[config.mk]
export PLATFORM = sky130hd
export DESIGN_NAME = lfsr_frame_rx
export DESIGN_NICKNAME = d
export VERILOG_FILES = /design/src/rtl/lfsr_frame_rx.sv
export SDC_FILE = /design/constraint.sdc
export NUM_CORES = 1
export LEC_CHECK = 0
export ABC_AREA = 0
export CORE_UTILIZATION = 40
export CTS_CLUSTER_SIZE = 24
export DETAILED_ROUTE_END_ITERATION = 16
export SLEW_MARGIN = 5
export SYNTH_ARGS = -nofsm -noshare
export SYNTH_HDL_FRONTEND = slang
export SYNTH_SLANG_ARGS = --single-unit
[constraint.sdc]
create_clock -name clk -period 1.6 [get_ports clk]
set_input_delay 0.32 -clock clk [delete_from_list [all_inputs] [get_ports clk]]
set_output_delay 0.32 -clock clk [all_outputs]
set_load 0.02 [all_outputs]
[src/rtl/lfsr_frame_rx.sv]
// lfsr_frame_rx: receive side of the LFSR stream-cipher link (SOF, key, tap, len, payload).
// Optional macro LFSR_FRAME_CHK_EN adds a trailing plaintext XOR checksum byte per frame.
module lfsr_frame_rx #(
    parameter logic [7:0] SOF_BYTE     = 8'hA5,
    parameter bit         ZERO_KEY_ERR = 1'b1
) (
    input  logic       clk,
    input  logic       reset,
    input  logic [7:0] in_byte,
    input  logic       in_en,
    input  logic       stop,
    output logic [7:0] out_byte,
    output logic       out_en,
    output logic       busy,
    output logic       frame_done,
    output logic       frame_err
);

    typedef enum logic [2:0] {
        ST_IDLE = 3'd0,
        ST_KEY  = 3'd1,
        ST_TAP  = 3'd2,
        ST_LEN  = 3'd3,
        ST_DATA = 3'd4
`ifdef LFSR_FRAME_CHK_EN
        , ST_CHK = 3'd5
`endif
    } state_t;

    // Same feedback as the encryptor: shift left, feed back S[7] ^ S[tap].
    function automatic logic [7:0] lfsr_step(input logic [7:0] s, input logic [2:0] t);
        return {s[6:0], s[7] ^ s[t]};
    endfunction

    state_t     state_r;
    logic [7:0] lfsr_r;
    logic [2:0] tap_r;
    logic [7:0] len_cnt_r;
    logic [7:0] out_byte_r;
    logic       out_en_r;
    logic       busy_r;
    logic       frame_done_r;
    logic       frame_err_r;
    logic [7:0] plain_s;
`ifdef LFSR_FRAME_CHK_EN
    logic [7:0] chk_r;
`endif

    assign plain_s    = in_byte ^ lfsr_r;
    assign out_byte   = out_byte_r;
    assign out_en     = out_en_r;
    assign busy       = busy_r;
    assign frame_done = frame_done_r;
    assign frame_err  = frame_err_r;

    // Frame parser FSM with keystream generator and registered outputs.
    always_ff @(posedge clk or negedge reset) begin
        if (!reset) begin
            state_r      <= ST_IDLE;
            lfsr_r       <= 8'h00;
            tap_r        <= 3'd0;
            len_cnt_r    <= 8'h00;
            out_byte_r   <= 8'h00;
            out_en_r     <= 1'b0;
            busy_r       <= 1'b0;
            frame_done_r <= 1'b0;
            frame_err_r  <= 1'b0;
`ifdef LFSR_FRAME_CHK_EN
            chk_r        <= 8'h00;
`endif
        end else begin
            out_en_r     <= 1'b0;
            frame_done_r <= 1'b0;
            frame_err_r  <= 1'b0;
            // stop wins over in_en; the byte in the same cycle is dropped.
            if (state_r != ST_IDLE && stop) begin
                state_r     <= ST_IDLE;
                busy_r      <= 1'b0;
                frame_err_r <= 1'b1;
            end else if (in_en) begin
                case (state_r)
                    ST_IDLE: begin
                        if (in_byte == SOF_BYTE) begin
                            state_r <= ST_KEY;
                            busy_r  <= 1'b1;
                        end
                    end
                    ST_KEY: begin
                        if (ZERO_KEY_ERR && in_byte == 8'h00) begin
                            state_r     <= ST_IDLE;
                            busy_r      <= 1'b0;
                            frame_err_r <= 1'b1;
                        end else begin
                            lfsr_r  <= in_byte;
                            state_r <= ST_TAP;
                        end
                    end
                    ST_TAP: begin
                        if (in_byte[7:3] != 5'd0 || in_byte[2:0] == 3'd7) begin
                            state_r     <= ST_IDLE;
                            busy_r      <= 1'b0;
                            frame_err_r <= 1'b1;
                        end else begin
                            tap_r   <= in_byte[2:0];
                            state_r <= ST_LEN;
                        end
                    end
                    ST_LEN: begin
                        len_cnt_r <= in_byte;
`ifdef LFSR_FRAME_CHK_EN
                        chk_r     <= 8'h00;
`endif
                        if (in_byte == 8'h00) begin
`ifdef LFSR_FRAME_CHK_EN
                            state_r      <= ST_CHK;
`else
                            state_r      <= ST_IDLE;
                            busy_r       <= 1'b0;
                            frame_done_r <= 1'b1;
`endif
                        end else begin
                            state_r <= ST_DATA;
                        end
                    end
                    ST_DATA: begin
                        out_byte_r <= plain_s;
                        out_en_r   <= 1'b1;
                        lfsr_r     <= lfsr_step(lfsr_r, tap_r);
                        len_cnt_r  <= len_cnt_r - 8'd1;
`ifdef LFSR_FRAME_CHK_EN
                        chk_r      <= chk_r ^ plain_s;
`endif
                        if (len_cnt_r == 8'd1) begin
`ifdef LFSR_FRAME_CHK_EN
                            state_r      <= ST_CHK;
`else
                            state_r      <= ST_IDLE;
                            busy_r       <= 1'b0;
                            frame_done_r <= 1'b1;
`endif
                        end
                    end
`ifdef LFSR_FRAME_CHK_EN
                    ST_CHK: begin
                        state_r <= ST_IDLE;
                        busy_r  <= 1'b0;
                        if (in_byte == chk_r) begin
                            frame_done_r <= 1'b1;
                        end else begin
                            frame_err_r  <= 1'b1;
                        end
                    end
`endif
                    default: begin
                        state_r <= ST_IDLE;
                        busy_r  <= 1'b0;
                    end
                endcase
            end
        end
    end

endmodule

==> results of run 1 <==
routing by layer:
metal | track usage (%) | part of all wire, %
met1 | 29.0 | 47
met2 | 33.7 | 47
met3 | 6.06 | 4.1
met4 | 11.1 | 2.3
met5 | 0 | 0
worst paths after layout:
kind / start / end / cells after the start
min in group clk: in_byte[0] / tap_r[0] / 2
worst max-delay path: state_r[2] / tap_r[1] / 5
max in group asynchronous: reset / state_r[2] / 2
worst min register to register: out_byte[7] / out_byte[7] / 2
worst min-delay path: reset / out_byte[3] / 2
worst max register to register: state_r[2] / tap_r[1] / 5
cells in the mapped netlist:
| cell type | instances | area [sq um] |
|---|---|---|
| dfrtp_1 | 34 | 851 |
| nand2_1 | 32 | 120 |
| nor2_1 | 20 | 75.1 |
| o21ai_0 | 19 | 95.1 |
| a21oi_1 | 10 | 50.1 |
| a31oi_1 | 8 | 50.1 |
| inv_1 | 8 | 30.0 |
| nor3_1 | 8 | 40.0 |
| xnor2_1 | 8 | 70.1 |
| nand3_1 | 7 | 35.0 |
| clkbuf_1 | 5 | 18.8 |
| buf_2 | 4 | 20.0 |
| mux2_2 | 3 | 33.8 |
| o21ai_1 | 3 | 15.0 |
| o22ai_1 | 3 | 18.8 |
| a21o_1 | 2 | 15.0 |
| buf_6 | 2 | 22.5 |
| ha_1 | 2 | 25.0 |
| mux4_2 | 2 | 45.0 |
| o31a_1 | 2 | 17.5 |
| a211oi_1 | 1 | 7.51 |
| a21oi_2 | 1 | 8.76 |
| a2bb2oi_1 | 1 | 8.76 |
| a2bb2oi_4 | 1 | 26.3 |
| a311oi_1 | 1 | 8.76 |
| a32oi_1 | 1 | 8.76 |
| and2_1 | 1 | 6.26 |
| mux2_1 | 1 | 11.3 |
| mux2i_1 | 1 | 10.0 |
| nand3b_1 | 1 | 7.51 |
| nand4_1 | 1 | 6.26 |
| nor2b_1 | 1 | 6.26 |
| nor3_4 | 1 | 16.3 |
| nor3b_1 | 1 | 7.51 |
| nor4_1 | 1 | 6.26 |
| o211ai_1 | 1 | 7.51 |
| o211ai_2 | 1 | 12.5 |
| o21a_1 | 1 | 7.51 |
| o31ai_1 | 1 | 7.51 |
| or2_2 | 1 | 6.26 |
| or3b_1 | 1 | 8.76 |
| or4_1 | 1 | 7.51 |
| or4_4 | 1 | 11.3 |
| xor2_1 | 1 | 8.76 |
worst max-delay path, delay by kind of cell, from the launching register on:
family / cells / cell delay, ns
buffers and inverters: 1 / 0.16
flip-flops: 1 / 0.47
multiplexers: 1 / 0.35
AND/OR/NAND/NOR: 3 / 0.53
cells by family (layout without fill, tap and decap cells):
kind of cell | count (synthesis) | in the layout | share of synthesized area, %
and+or+nand+nor | 78 | 78 | 19.3
muxes | 7 | 7 | 5.35
buffers and inverters | 19 | 81 | 4.88
AOI/OAI and AO/OA | 57 | 58 | 19.5
xor gates and xnor gates | 9 | 9 | 4.21
DFF | 34 | 34 | 45.5
adders and majority gates | 2 | 2 | 1.34
registers in the layout (all words and copies together), names as in the netlist:
register,count
out_en,1
busy,1
tap_r,3
len_cnt_r,8
lfsr_r,8
frame_err,1
state_r,3
out_byte,8
frame_done,1
layout make-up:
| type | count | area share (%) |
|---|---|---|
| tap | 52 | 2.43 |
| timing repair buffer | 66 | 21.4 |
| clock inverter | 2 | 0.374 |
| multi-input combinational | 154 | 40.2 |
| clock buffer | 5 | 2.57 |
| sequential | 34 | 31.9 |
| inverter | 8 | 1.12 |
where the power goes:
group / internal [uW] / switching [uW] / leakage [uW] / total, uW
Combinational: 1070 / 1080 / 0.000736 / 2150
Clock: 292 / 325 / 0.0000438 / 617
Sequential: 1210 / 269 / 0.000423 / 1480
layout by cell type, fill, tap and decap left out, types with 2 or more instances in the layout:
| master | n |
|---|---|
| dfrtp_1 | 33 |
| buf_4 | 33 |
| nand2_1 | 29 |
| o21ai_0 | 18 |
| nor2_1 | 16 |
| clkdlybuf4s50_1 | 11 |
| buf_6 | 9 |
| inv_1 | 8 |
| a31oi_1 | 8 |
| xnor2_1 | 8 |
| a21oi_1 | 7 |
| nor3_1 | 6 |
| nand3_1 | 6 |
| clkbuf_8 | 5 |
| clkbuf_2 | 5 |
| a21oi_2 | 4 |
| dlymetal6s2s_1 | 4 |
| nor2_4 | 3 |
| o21ai_1 | 3 |
| o22ai_1 | 3 |
| or4_4 | 2 |
| nor3_4 | 2 |
| nand2_2 | 2 |
| a21o_1 | 2 |
| mux2_2 | 2 |
| mux4_2 | 2 |
| mux2_4 | 2 |
| o31a_1 | 2 |
| ha_1 | 2 |
| clkinv_2 | 2 |
| buf_2 | 2 |
what timing repair did:
action | 4_1_cts | 5_1_grt
endpoints found under the setup margin | 22 | 35
cloned | 1 | 0
pin swaps | 8 | 9
resized for setup | 32 | 32
buffers inserted | 2 | 1
metrics by stage:
stage                TNS, ns  hold slack [ns]  total power (uW)
floorplan            -0.0743           0.0244              2570
global placement      -10.63            0.461              3360
detailed placement    -11.16            0.469              3380
CTS                        0            0.392              4150
global route          -0.675            0.408              4520
finish              -0.00526            0.379              4240
==> flow_summary.toml, run 1 <==
[status]
status = "complete, but fails checks"
violations = "negative setup slack"

[job]
maxCapViolCount = 0

[placed_design]
gp_congestion = 0.868
postPlaceCellArea_sq_um = 2440
dp_hpwl_microns = 3510
dp_cells = 310
numPortBuffers = 23
place_ws_ns = -0.564

[sta]
final_max_slew_viol_count = 0
fmax_ghz = 0.624
worstMarginPinSlew_ns = 0.424
min_period_ns = 1.60
grt_setup_unrepaired = "yes"
fin_crit_sh_pct = 100
setup_violations = 2
max_slew_margin_pct = 71.5
hold_violations = 0
fin_skew_ns = 0.0124
fin_ws_ns = -0.00383

[logic_synthesis]
synth-seq-cells = 34
ys_warn_count = 0
ys_types = 44
syn_area_sq_um = 1870
syn_avg_cell_area_sq_um = 9.09
yosysSeqAreaShare_pct = 45.5
syn_inst = 206
synth.net_count = 220

[clocking]
cts_max_level = 2
clkTransAtPathRegs_ns = 0.08
cts_sinks = 34
cts_hold_buf = 0
cts_buffers = 5
cts_root_buf = "clkbuf_8"
cts_tree = "yes"
insertion_delay_ns = 0.31
clockBufferDepth = 2

[min_path]
holdCritPathClass = "in -> async"

[cells_and_area]
num_antenna_cells = 0
layout.nets = 283
regArea_sq_um = 852
areaGrowthSynthToFinish_pct = 42.9
drive_gt1_share_pct = 33.8
final_cells = 321
multi_input_comb_area_sq_um = 1080
fin_util_pct = 60.6
final_area_sq_um = 2680
nFillCells = 399

[die]
initial_core_util_pct = 42.4
die-area_sq_um = 4960
coreArea_sq_um = 4410
die_y_microns = 70.4
rows = 24
ios = 24
die_x_microns = 70.4

[drt]
drt_iter0_markers = 103
firstDrtPassIters = 4
drcViolationCount = 0
vias_per_cell = 5.45
routedWlPerCell_microns = 15.9
vias = 1751
antenna_left = 0
finalWirelength_microns = 5110

[global_routing]
grt_pass1_wl_microns = 8460
grt_max_degree = 35
grtUsageTotal_pct = 22.2
antenna_found_initial = 0
overflow = 0
grt_pass1_vias = 1730

[critical_path]
cp.arrival_ns = 1.80
cp_max_fo = 6
worst-setup-path-type = "reg -> reg"
cp-end-kind = "flop"
start_kind = "flop"
reg2reg_slack_ns = -0.004
worst_path_largest_cell_delay_ns = 0.47
crit_path_cell_trace = "buf_6 > nor3b_4 > nand3_2 > nor2_4 > mux2_2"
crit_slowest_cell = "dfrtp_2"
cp.required_ns = 1.80

[pwr]
p_leak_uw = 0.00120
p_per_area_nw_per_um2 = 1590
peakVddDrop_mv = 0.773
(Power assumes the default switching activity.)
==> run 2, diff against run 1 <==
--- a/config.mk
+++ b/config.mk
@@ -5,10 +5,10 @@
 export SDC_FILE = /design/constraint.sdc
 export NUM_CORES = 1
 export LEC_CHECK = 0
-export ABC_AREA = 0
-export CORE_UTILIZATION = 40
+export CORE_UTILIZATION = 49
 export CTS_CLUSTER_SIZE = 24
 export DETAILED_ROUTE_END_ITERATION = 16
+export PLACE_DENSITY = 0.75
 export SLEW_MARGIN = 5
 export SYNTH_ARGS = -nofsm -noshare
 export SYNTH_HDL_FRONTEND = slang
==> run 2 against run 1 <==
The flow still finishes with violations (negative setup slack). Largest power group unchanged. Cell count shrank 0.62%. Sequential power hardly changed. Flip-flop and latch count stayed put. Largest cell class unchanged. Final area up 2.4%. Critical path type unchanged. Non-clock buffer count up 1.
==> flow_summary.toml, run 2 (same netlist as run 1, synthesis figures left out) <==
[status]
status = "complete, but fails checks"
violations = "negative setup slack"

[die]
die_y_microns = 63.8
coreArea_sq_um = 3660
die_x_microns = 63.8
initial_core_util_pct = 51.1
rows = 22
ios = 24
die-area_sq_um = 4070

[clocking]
clockBufferDepth = 2
cts_max_level = 2
cts_root_buf = "clkbuf_8"
cts_buffers = 5
cts_tree = "yes"
cts_hold_buf = 0
cts_sinks = 34
insertion_delay_ns = 0.29
clkTransAtPathRegs_ns = 0.07

[global_routing]
antenna_found_initial = 0
grt_util_met1_pct = 31.4
grt.busiest_layer = "met2"
overflow = 0
grtUsageMet2_pct = 41.8
grt_pass1_vias = 1675
grt_pass1_wl_microns = 7760
grtUsageTotal_pct = 25.5
grt_max_degree = 35
grtUsageMet3_pct = 5.54

[cells_and_area]
areaGrowthSynthToFinish_pct = 46.3
layout.nets = 284
final_cells = 319
drive_gt1_share_pct = 35.4
layout_common_cells = "buf_4, nand2_1, dfrtp_1, o21ai_0, nor2_1"
final_common_cell = "buf_4"
num_antenna_cells = 0

[placed_design]
dp_cells = 303
numPortBuffers = 23
place_ws_ns = -0.548
dp_hpwl_microns = 3420
gp_congestion = 0.895

[drt]
routedWlPerCell_microns = 17.3
vias = 1851
firstDrtPassIters = 7
finalWirelength_microns = 5520
drt_iter0_markers = 137
drcViolationCount = 0
antenna_left = 0
vias_per_cell = 5.80

[sta]
setup_violations = 9
fin_ws_ns = -0.0416
fmax_ghz = 0.609
max_slew_margin_pct = 75.8
worstMarginPinSlew_ns = 0.363
fin_crit_sh_pct = 103
fin_skew_ns = 0.00317
final_max_slew_viol_count = 0
min_period_ns = 1.64
hold_violations = 0
grt_setup_unrepaired = "yes"
hold_ws_ns = 0.417

[pwr]
power.total_uw = 4360
peakVddDrop_mv = 0.815
p_per_area_nw_per_um2 = 1590
p_leak_uw = 0.00123

[critical_path]
start_kind = "flop"
cp_max_fo = 4
cp.required_ns = 1.80
cp.arrival_ns = 1.84
worst-setup-path-type = "reg -> reg"
cp-end-kind = "flop"

[min_path]
holdCritPathClass = "in -> async"

[job]
maxCapViolCount = 0
## run 2: final timing paths
| path | startpoint | end | slack (ns) | cells after the start |
|---|---|---|---|---|
| worst max-delay path | state_r[2] | busy | -0.04 | 7 |
| worst min-delay path | reset | out_byte[6] | 0.42 | 2 |
| worst max register to register | state_r[2] | busy | -0.04 | 7 |
| worst min register to register | out_byte[0] | out_byte[0] | 0.48 | 2 |
| max in group asynchronous | reset | state_r[0] | 0.99 | 2 |
| min in group clk | in_en | frame_err | 0.44 | 3 |
## run 2: metrics by stage
stage	setup TNS, ns	utilization, %	cell area (sq um)
6_report	-0.178	74.8	2740
2_1_floorplan	-0.0743	-	1900
3_3_place_gp	-9.75	66.3	2430
4_1_cts	0	69.8	2550
5_1_grt	-0.852	74.8	2740
3_5_place_dp	-10.02	66.3	2430
## run 2: layer usage
metal  vias to the layer above  routed length, microns
li1                        859                       -
met1                       881                    2220
met2                        95                    2810
met3                        16                     335
met4                         0                     153
met5                         -                       0
## run 2: layout make-up
type                    count  area, sq um
clock buffers               6         82.6
clock inverters             2         12.5
fillers                   227          922
inverters                   8         30.0
multi-input cells         154         1090
flip-flops and latches     34          855
well taps                  48         60.1
repair buffers             67          606
## run 2: worst max-delay path, stage by stage, from the launching register on
cell and delay (ns):
dfrtp_2 0.44, buf_4 0.18, nor3b_4 0.23, nand3_2 0.16
buf_4 0.18, a21oi_2 0.16, inv_1 0.07, a31oi_1 0.14
## run 2: report_power, final
part / total [uW] / internal [uW] / switching (uW)
sequential: 1490 / 1210 / 282
clock: 661 / 346 / 316
combinational: 2210 / 1090 / 1110
## run 2: timing repair
| item | CTS | global route |
|---|---|---|
| buffers inserted | 1 | 6 |
| cloned | 1 | 0 |
| endpoints found under the setup margin | 21 | 26 |
| pin swaps | 10 | 16 |
| gates resized for setup | 25 | 43 |
